==> config.mk <==
export PLATFORM = sky130hd
export DESIGN_NAME = log_mac_pipe
export DESIGN_NICKNAME = d
export VERILOG_FILES = /design/src/rtl/log_mac_pipe.sv
export SDC_FILE = /design/constraint.sdc
export NUM_CORES = 1
export LEC_CHECK = 0
export ABC_AREA = 0
export BUFFER_PORTS_ARGS = -buffer_cell sky130_fd_sc_hd__buf_4
export CORE_MARGIN = 2
export CORE_UTILIZATION = 50
export CTS_CLUSTER_SIZE = 40
export DETAILED_ROUTE_END_ITERATION = 6
export GPL_TIMING_DRIVEN = 0
export PLACE_DENSITY = 0.7
export SLEW_MARGIN = 15
export SYNTH_ARGS = -nofsm -noshare
export SYNTH_HDL_FRONTEND = slang
export SYNTH_SLANG_ARGS = --single-unit
==> constraint.sdc <==
create_clock -name clk -period 5.65 [get_ports clk]
set_clock_uncertainty 0.15 [all_clocks]
set_input_delay 1.13 -clock clk [delete_from_list [all_inputs] [get_ports clk]]
set_output_delay 1.13 -clock clk [all_outputs]
set_load 0.05 [all_outputs]
==> src/rtl/log_mac_pipe.sv <==
// log_mac_pipe: pipelined Mitchell log-domain signed multiplier with optional saturating MAC.
//
// Five register stages: input capture, S1 log encode, S2 log add, S3 antilog,
// S4 output/accumulate. A beat accepted on edge n shows out_valid after edge n+4.
// Every stage advances only on en = !out_valid | out_ready, which also drives in_ready.
//
// Ports:
//   clk        clock, rising edge
//   rst_n      asynchronous active-low reset
//   in_valid   input beat valid
//   in_ready   block can accept a beat (== en)
//   in1, in2   signed operands, QP1 / QP2 fraction bits
//   mac_mode   0 = one product per beat, 1 = accumulate a group
//   in_last    closes an accumulation group (mac_mode=1 only)
//   out_valid  result valid
//   out_ready  downstream accepts result
//   out_data   signed result, QPO fraction bits, ACC_WIDTH bits
//   sat_flag   sticky saturation indicator, present only with LOGMAC_SAT_FLAG_EN
//
// Optional feature macro: LOGMAC_SAT_FLAG_EN
module log_mac_pipe #(
  parameter int WIDTH     = 16,
  parameter int QP1       = 12,
  parameter int QP2       = 12,
  parameter int QPO       = 12,
  parameter int FRAC      = 12,
  parameter int ACC_WIDTH = 24
) (
  input  logic                 clk,
  input  logic                 rst_n,
  input  logic                 in_valid,
  output logic                 in_ready,
  input  logic [WIDTH-1:0]     in1,
  input  logic [WIDTH-1:0]     in2,
  input  logic                 mac_mode,
  input  logic                 in_last,
  output logic                 out_valid,
  input  logic                 out_ready,
`ifdef LOGMAC_SAT_FLAG_EN
  output logic                 sat_flag,
`endif
  output logic [ACC_WIDTH-1:0] out_data
);
  localparam int KW = $clog2(WIDTH);
  localparam int IW = KW + 8;
  localparam int TW = FRAC + WIDTH + 1;
  localparam logic signed [IW-1:0] C_QIN  = IW'(QP1 + QP2);
  localparam logic signed [IW-1:0] C_QPO  = IW'(QPO);
  localparam logic signed [IW-1:0] C_FRAC = IW'(FRAC);
  localparam logic signed [IW-1:0] C_LIM  = IW'(WIDTH - 1);
  localparam logic [WIDTH-1:0] C_PMAX = {1'b0, {(WIDTH-1){1'b1}}};
  localparam logic signed [ACC_WIDTH:0] C_AMAX = {2'b00, {(ACC_WIDTH-1){1'b1}}};
  localparam logic signed [ACC_WIDTH:0] C_AMIN = -C_AMAX;

  function automatic logic [KW-1:0] lead_one(input logic [WIDTH-1:0] x);
    lead_one = '0;
    for (int i = 0; i < WIDTH; i++)
      if (x[i]) lead_one = KW'(i);
  endfunction

  // Bits below the leading one, left-aligned into FRAC bits (zero-padded or truncated).
  function automatic logic [FRAC-1:0] mant_frac(input logic [WIDTH-1:0] x, input logic [KW-1:0] k);
    logic [WIDTH-1:0]        n;
    logic [WIDTH+FRAC-2:0]   t;
    n = x << (KW'(WIDTH - 1) - k);
    t = {n[WIDTH-2:0], {FRAC{1'b0}}};
    mant_frac = t[WIDTH+FRAC-2 -: FRAC];
  endfunction

  logic w_en;
  assign w_en     = !out_valid | out_ready;
  assign in_ready = w_en;

  // Stage 0: raw operand capture.
  logic             r_v0, r_m0, r_l0;
  logic [WIDTH-1:0] r_a0, r_b0;

  // S1: sign, magnitude, leading-one index, fraction.
  logic [WIDTH-1:0] w_abs_a, w_abs_b;
  logic [KW-1:0]    w_ka, w_kb;
  assign w_abs_a = r_a0[WIDTH-1] ? -r_a0 : r_a0;
  assign w_abs_b = r_b0[WIDTH-1] ? -r_b0 : r_b0;
  assign w_ka    = lead_one(w_abs_a);
  assign w_kb    = lead_one(w_abs_b);

  logic            r_v1, r_m1, r_l1, r_s1, r_z1;
  logic [KW-1:0]   r_ka1, r_kb1;
  logic [FRAC-1:0] r_fa1, r_fb1;

  // S2: log-domain add; a fraction carry bumps the integer part.
  logic [FRAC:0]          w_fsum;
  logic signed [IW-1:0]   w_int;
  assign w_fsum = {1'b0, r_fa1} + {1'b0, r_fb1};
  assign w_int  = IW'(r_ka1) + IW'(r_kb1) - C_QIN + IW'(w_fsum[FRAC]);

  logic                 r_v2, r_m2, r_l2, r_s2, r_z2;
  logic signed [IW-1:0] r_i2;
  logic [FRAC-1:0]      r_f2;

  // S3: antilog. w_e is the bit position the implicit one lands on after shifting.
  logic signed [IW-1:0] w_e, w_sh, w_nsh;
  logic                 w_psat;
  logic [FRAC:0]        w_mant;
  logic [TW-1:0]        w_t;
  logic [WIDTH-1:0]     w_mag, w_prod;
  assign w_e    = r_i2 + C_QPO;
  assign w_sh   = w_e - C_FRAC;
  assign w_nsh  = -w_sh;
  assign w_psat = (w_e >= C_LIM) & !r_z2;
  assign w_mant = {1'b1, r_f2};
  assign w_t    = w_sh[IW-1] ? (TW'(w_mant) >> w_nsh) : (TW'(w_mant) << w_sh);
  assign w_mag  = r_z2 ? '0 : w_psat ? C_PMAX : w_t[WIDTH-1:0];
  assign w_prod = r_s2 ? -w_mag : w_mag;

  logic             r_v3, r_m3, r_l3;
  logic [WIDTH-1:0] r_p3;

  // S4: sign-extend product and saturating accumulate.
  logic                        r_open;
  logic signed [ACC_WIDTH-1:0] r_acc;
  logic signed [ACC_WIDTH-1:0] w_pext, w_base, w_accn;
  logic signed [ACC_WIDTH:0]   w_sum;
  logic                        w_hi, w_lo;
  assign w_pext = ACC_WIDTH'($signed(r_p3));
  assign w_base = r_open ? r_acc : '0;
  assign w_sum  = {w_base[ACC_WIDTH-1], w_base} + {w_pext[ACC_WIDTH-1], w_pext};
  assign w_hi   = w_sum > C_AMAX;
  assign w_lo   = w_sum < C_AMIN;
  assign w_accn = w_hi ? C_AMAX[ACC_WIDTH-1:0] : w_lo ? C_AMIN[ACC_WIDTH-1:0] : w_sum[ACC_WIDTH-1:0];

  logic                 r_out_valid;
  logic [ACC_WIDTH-1:0] r_out_data;
  assign out_valid = r_out_valid;
  assign out_data  = r_out_data;

  always_ff @(posedge clk or negedge rst_n) begin
    if (!rst_n) begin
      r_v0 <= 1'b0;
      r_m0 <= 1'b0;
      r_l0 <= 1'b0;
      r_a0 <= '0;
      r_b0 <= '0;
      r_v1 <= 1'b0;
      r_m1 <= 1'b0;
      r_l1 <= 1'b0;
      r_s1 <= 1'b0;
      r_z1 <= 1'b0;
      r_ka1 <= '0;
      r_kb1 <= '0;
      r_fa1 <= '0;
      r_fb1 <= '0;
      r_v2 <= 1'b0;
      r_m2 <= 1'b0;
      r_l2 <= 1'b0;
      r_s2 <= 1'b0;
      r_z2 <= 1'b0;
      r_i2 <= '0;
      r_f2 <= '0;
      r_v3 <= 1'b0;
      r_m3 <= 1'b0;
      r_l3 <= 1'b0;
      r_p3 <= '0;
      r_open <= 1'b0;
      r_acc <= '0;
      r_out_valid <= 1'b0;
      r_out_data <= '0;
    end else if (w_en) begin
      r_v0 <= in_valid;
      r_m0 <= mac_mode;
      r_l0 <= in_last;
      r_a0 <= in1;
      r_b0 <= in2;
      r_v1 <= r_v0;
      r_m1 <= r_m0;
      r_l1 <= r_l0;
      r_s1 <= r_a0[WIDTH-1] ^ r_b0[WIDTH-1];
      r_z1 <= (r_a0 == '0) | (r_b0 == '0);
      r_ka1 <= w_ka;
      r_kb1 <= w_kb;
      r_fa1 <= mant_frac(w_abs_a, w_ka);
      r_fb1 <= mant_frac(w_abs_b, w_kb);
      r_v2 <= r_v1;
      r_m2 <= r_m1;
      r_l2 <= r_l1;
      r_s2 <= r_s1;
      r_z2 <= r_z1;
      r_i2 <= w_int;
      r_f2 <= w_fsum[FRAC-1:0];
      r_v3 <= r_v2;
      r_m3 <= r_m2;
      r_l3 <= r_l2;
      r_p3 <= w_prod;
      r_out_valid <= r_v3 & (!r_m3 | r_l3);
      if (r_v3 & !r_m3)
        r_out_data <= w_pext;
      if (r_v3 & r_m3) begin
        r_acc <= w_accn;
        r_open <= !r_l3;
        if (r_l3)
          r_out_data <= w_accn;
      end
    end
  end

`ifdef LOGMAC_SAT_FLAG_EN
  logic r_sat;
  assign sat_flag = r_sat;
  always_ff @(posedge clk or negedge rst_n) begin
    if (!rst_n)
      r_sat <= 1'b0;
    else if (w_en & ((r_v2 & w_psat) | (r_v3 & r_m3 & (w_hi | w_lo))))
      r_sat <= 1'b1;
  end
`endif
endmodule
==> results.py <==
metrics = {
    "outcome": {
        "status": "completed",
    },
    "sta": {
        "holdWs_ns": 0.322,
        "grt_setup_unrepaired": "no",
        "finalHoldViolCount": 0,
        "finalMaxSlewViolations": 0,
        "fmax_mhz": 190,
        "final.min_clock_period_ns": 5.26,
        "fin_crit_sh_pct": 93.0,
        "tightestPinTransition_ns": 0.842,
        "setup_viol": 0,
        "slew_headroom_pct": 43.8,
    },
    "floorplan": {
        "coreArea_sq_mm": 0.0268,
        "start_util_pct": 50.7,
        "ioPinCount": 64,
        "dieArea_sq_mm": 0.0285,
        "die_w_microns": 169,
        "die_h_microns": 169,
        "rows": 60,
    },
    "global_route": {
        "grt_max_degree": 92,
        "antenna_found_initial": 0,
        "grt_pass1_wl_mm": 65.0,
        "gr-total-overflow": 0,
        "first_global_vias": 11926,
        "grt_usage_pct": 28.6,
    },
    "hold_path": {
        "hp-class": "reg -> reg",
        "hp-start": "r_l1",
        "hold_depth": 2,
    },
    "setup_path": {
        "reg2reg_depth": 18,
        "cp-startpoint": "r_i2[2]",
        "critPathMaxFanout": 16,
        "worst-setup-path-type": "reg -> reg",
        "cp.required_ns": 5.86,
        "arrival_ns": 5.46,
        "cp-start-kind": "flip-flop",
        "end_kind": "flip-flop",
        "r2r-start": "r_i2[2]",
    },
    "clock_tree": {
        "clkTransAtPathRegs_ns": 0.08,
        "numCtsBuffers": 17,
        "cts_root_buf": "clkbuf_16",
        "clk-insertion-delay-late_ns": 0.44,
        "h-tree-depth": 4,
        "cts_tree": "built",
        "clockBufferDepth": 2,
        "cts_sinks": 165,
        "cts_hold_buf": 0,
    },
    "route": {
        "ant_nets": 0,
        "firstDrtPassIters": 6,
        "drt-total-wl_mm": 40.2,
        "drtIter0Drc": 1079,
        "drcViolationCount": 0,
        "vias_per_cell": 6.18,
        "detail_route.wl_per_cell_microns": 19.5,
        "vias": 12743,
    },
    "place": {
        "numPortBuffers": 63,
        "dpl_cell_area_sq_mm": 0.0145,
        "hpwl_mm": 30.3,
        "place.gp.congestion": 0.949,
    },
    "yosys": {
        "async_reset_ff_share_pct": 100,
        "ys_warn_count": 0,
        "synth_area_per_cell_sq_um": 8.36,
        "synth_seq_cells": 165,
        "synth-main-ff-cell": "dfrtp_1",
        "ys_types": 109,
        "synth_edf_count": 0,
        "synthesis.area_sq_mm": 0.0136,
        "synthCells": 1625,
        "yosysSeqAreaShare_pct": 30.4,
        "synth_fp_nets": 1719,
    },
    "layout": {
        "area_growth_pct": 11.4,
        "num_antenna_cells": 0,
        "stdcell_area_sq_mm": 0.0151,
        "nNetsFinal": 1803,
        "drive_gt1_share_pct": 12.0,
    },
    "run": {
        "maxCapViolations": 0,
    },
}
==> state kept, by name, indices dropped and copies added, names as in the netlist, 4 cells and up <==
register and flops:
r_a0 16, r_kb1 4, r_acc 24, r_ka1 4, r_i2 7, r_p3 16
out_data 24, r_b0 16, r_fb1 12, r_fa1 12, r_f2 12
==> cell type report <==
| class | count | area, sq um |
|---|---|---|
| Timing Repair Buffer | 66 | 523 |
| Fill cell | 2505 | 11700 |
| Clock inverter | 14 | 143 |
| Tap cell | 341 | 427 |
| Sequential cell | 165 | 4130 |
| Multi-Input combinational cell | 1316 | 8880 |
| Buffer | 92 | 415 |
| Clock buffer | 17 | 425 |
| Inverter | 51 | 193 |
==> worst paths after layout <==
| kind | slack, ns | to |
|---|---|---|
| setup / recovery | 0.39 | r_p3[15] |
| hold / removal | 0.32 | r_l1 |
| setup reg to reg | 0.39 | r_p3[15] |
| hold reg to reg | 0.32 | r_l1 |
| max in group asynchronous | 3.97 | r_i2[5] |
| min in group asynchronous | 0.51 | r_acc[10] |
==> what timing repair did <==
action	4_1_cts	5_1_grt
gates resized for setup	2	6
setup buffers	2	0
setup endpoints to repair	5	10
pin swaps	2	0
==> cell usage in the layout (no fill, tap or decap), types with 23 or more instances in the layout <==
cell	n
a21o_1	29
a21oi_1	91
and2_1	38
buf_4	66
clkbuf_1	56
dfrtp_1	165
ha_1	52
inv_1	48
mux2i_1	37
nand2_1	258
nand3_1	36
nor2_1	141
nor3_1	31
o21a_1	26
o21ai_0	85
o22a_1	30
xnor2_1	47
xor2_1	23
==> synthesized netlist by cell type (10+ instances only) <==
| cell | n | area, sq um |
|---|---|---|
| a31oi_1 | 20 | 125 |
| mux2i_1 | 37 | 370 |
| nor2b_1 | 16 | 100 |
| a211oi_1 | 14 | 105 |
| nand2_1 | 259 | 972 |
| dfrtp_1 | 165 | 4130 |
| a21oi_1 | 91 | 455 |
| o22ai_1 | 13 | 81.3 |
| o2111ai_1 | 11 | 96.3 |
| xor2_1 | 23 | 201 |
| o211ai_1 | 14 | 105 |
| o31ai_1 | 17 | 128 |
| xnor2_1 | 47 | 412 |
| or2_2 | 10 | 62.6 |
| buf_2 | 16 | 80.1 |
| clkbuf_1 | 57 | 214 |
| o22a_1 | 30 | 263 |
| and3_1 | 14 | 87.6 |
| buf_1 | 12 | 45.0 |
| and2_1 | 38 | 238 |
| or3_1 | 13 | 81.3 |
| a21o_1 | 29 | 218 |
| o21ai_0 | 85 | 425 |
| nand3_1 | 36 | 180 |
| ha_1 | 53 | 663 |
| nor2_1 | 141 | 529 |
| mux4_2 | 13 | 293 |
| nor3_1 | 31 | 155 |
| o21a_1 | 26 | 195 |
| nand4_1 | 10 | 62.6 |
| inv_1 | 48 | 180 |
| nand2b_1 | 14 | 87.6 |
==> logic make-up after synthesis <==
family                   count (synthesis)  synth area share [%]
AND/OR/NAND/NOR                        625                  21.6
multiplexers                            61                  5.87
XOR/XNOR                                72                  4.75
buffers and inverters                  144                  4.47
adder cells (fa/ha/maj)                 61                  5.69
AO/OA/AOI/OAI                          497                  27.2
flip-flops                             165                  30.4
==> critical path, stage by stage, from the launching register on <==
cell	delay, ns
dfrtp_1	0.41
clkbuf_4	0.25
clkinv_2	0.18
ha_4	0.27
nand3b_1	0.19
ha_1	0.29
buf_2	0.18
or3b_1	0.38
a211o_1	0.28
nand4_1	0.12
o211ai_1	0.13
a31o_1	0.30
o2111ai_4	0.23
buf_4	0.23
nor3_1	0.07
o21ai_1	0.47
nand4_2	0.36
or4_1	0.58
nand3_1	0.11
==> metrics by stage <==
stage          utilization [%]  instances  TNS (ns)  worst slack [ns]
2_1_floorplan                -       1625         0             0.581
3_3_place_gp              54.0       2029    -0.382            -0.251
3_5_place_dp              54.2       2030    -0.476            -0.254
6_report                  56.5       2062         0             0.393
4_1_cts                   56.4       2063         0            0.0145
5_1_grt                   56.5       2062         0            0.0459
==> routing by layer <==
layer | part of all wire [%] | wire, microns | vias up | track usage (%)
met2 | 45 | 18100 | 444 | 44.9
li1 | - | - | 6137 | -
met5 | 0 | 0 | - | 0
met4 | 3.2 | 1290 | 0 | 10.3
met1 | 46 | 18600 | 6091 | 40.4
met3 | 5.4 | 2190 | 71 | 4.12
Power is not shown: default switching activity piles up to over one toggle a cycle in this logic, so the estimate is an artifact.
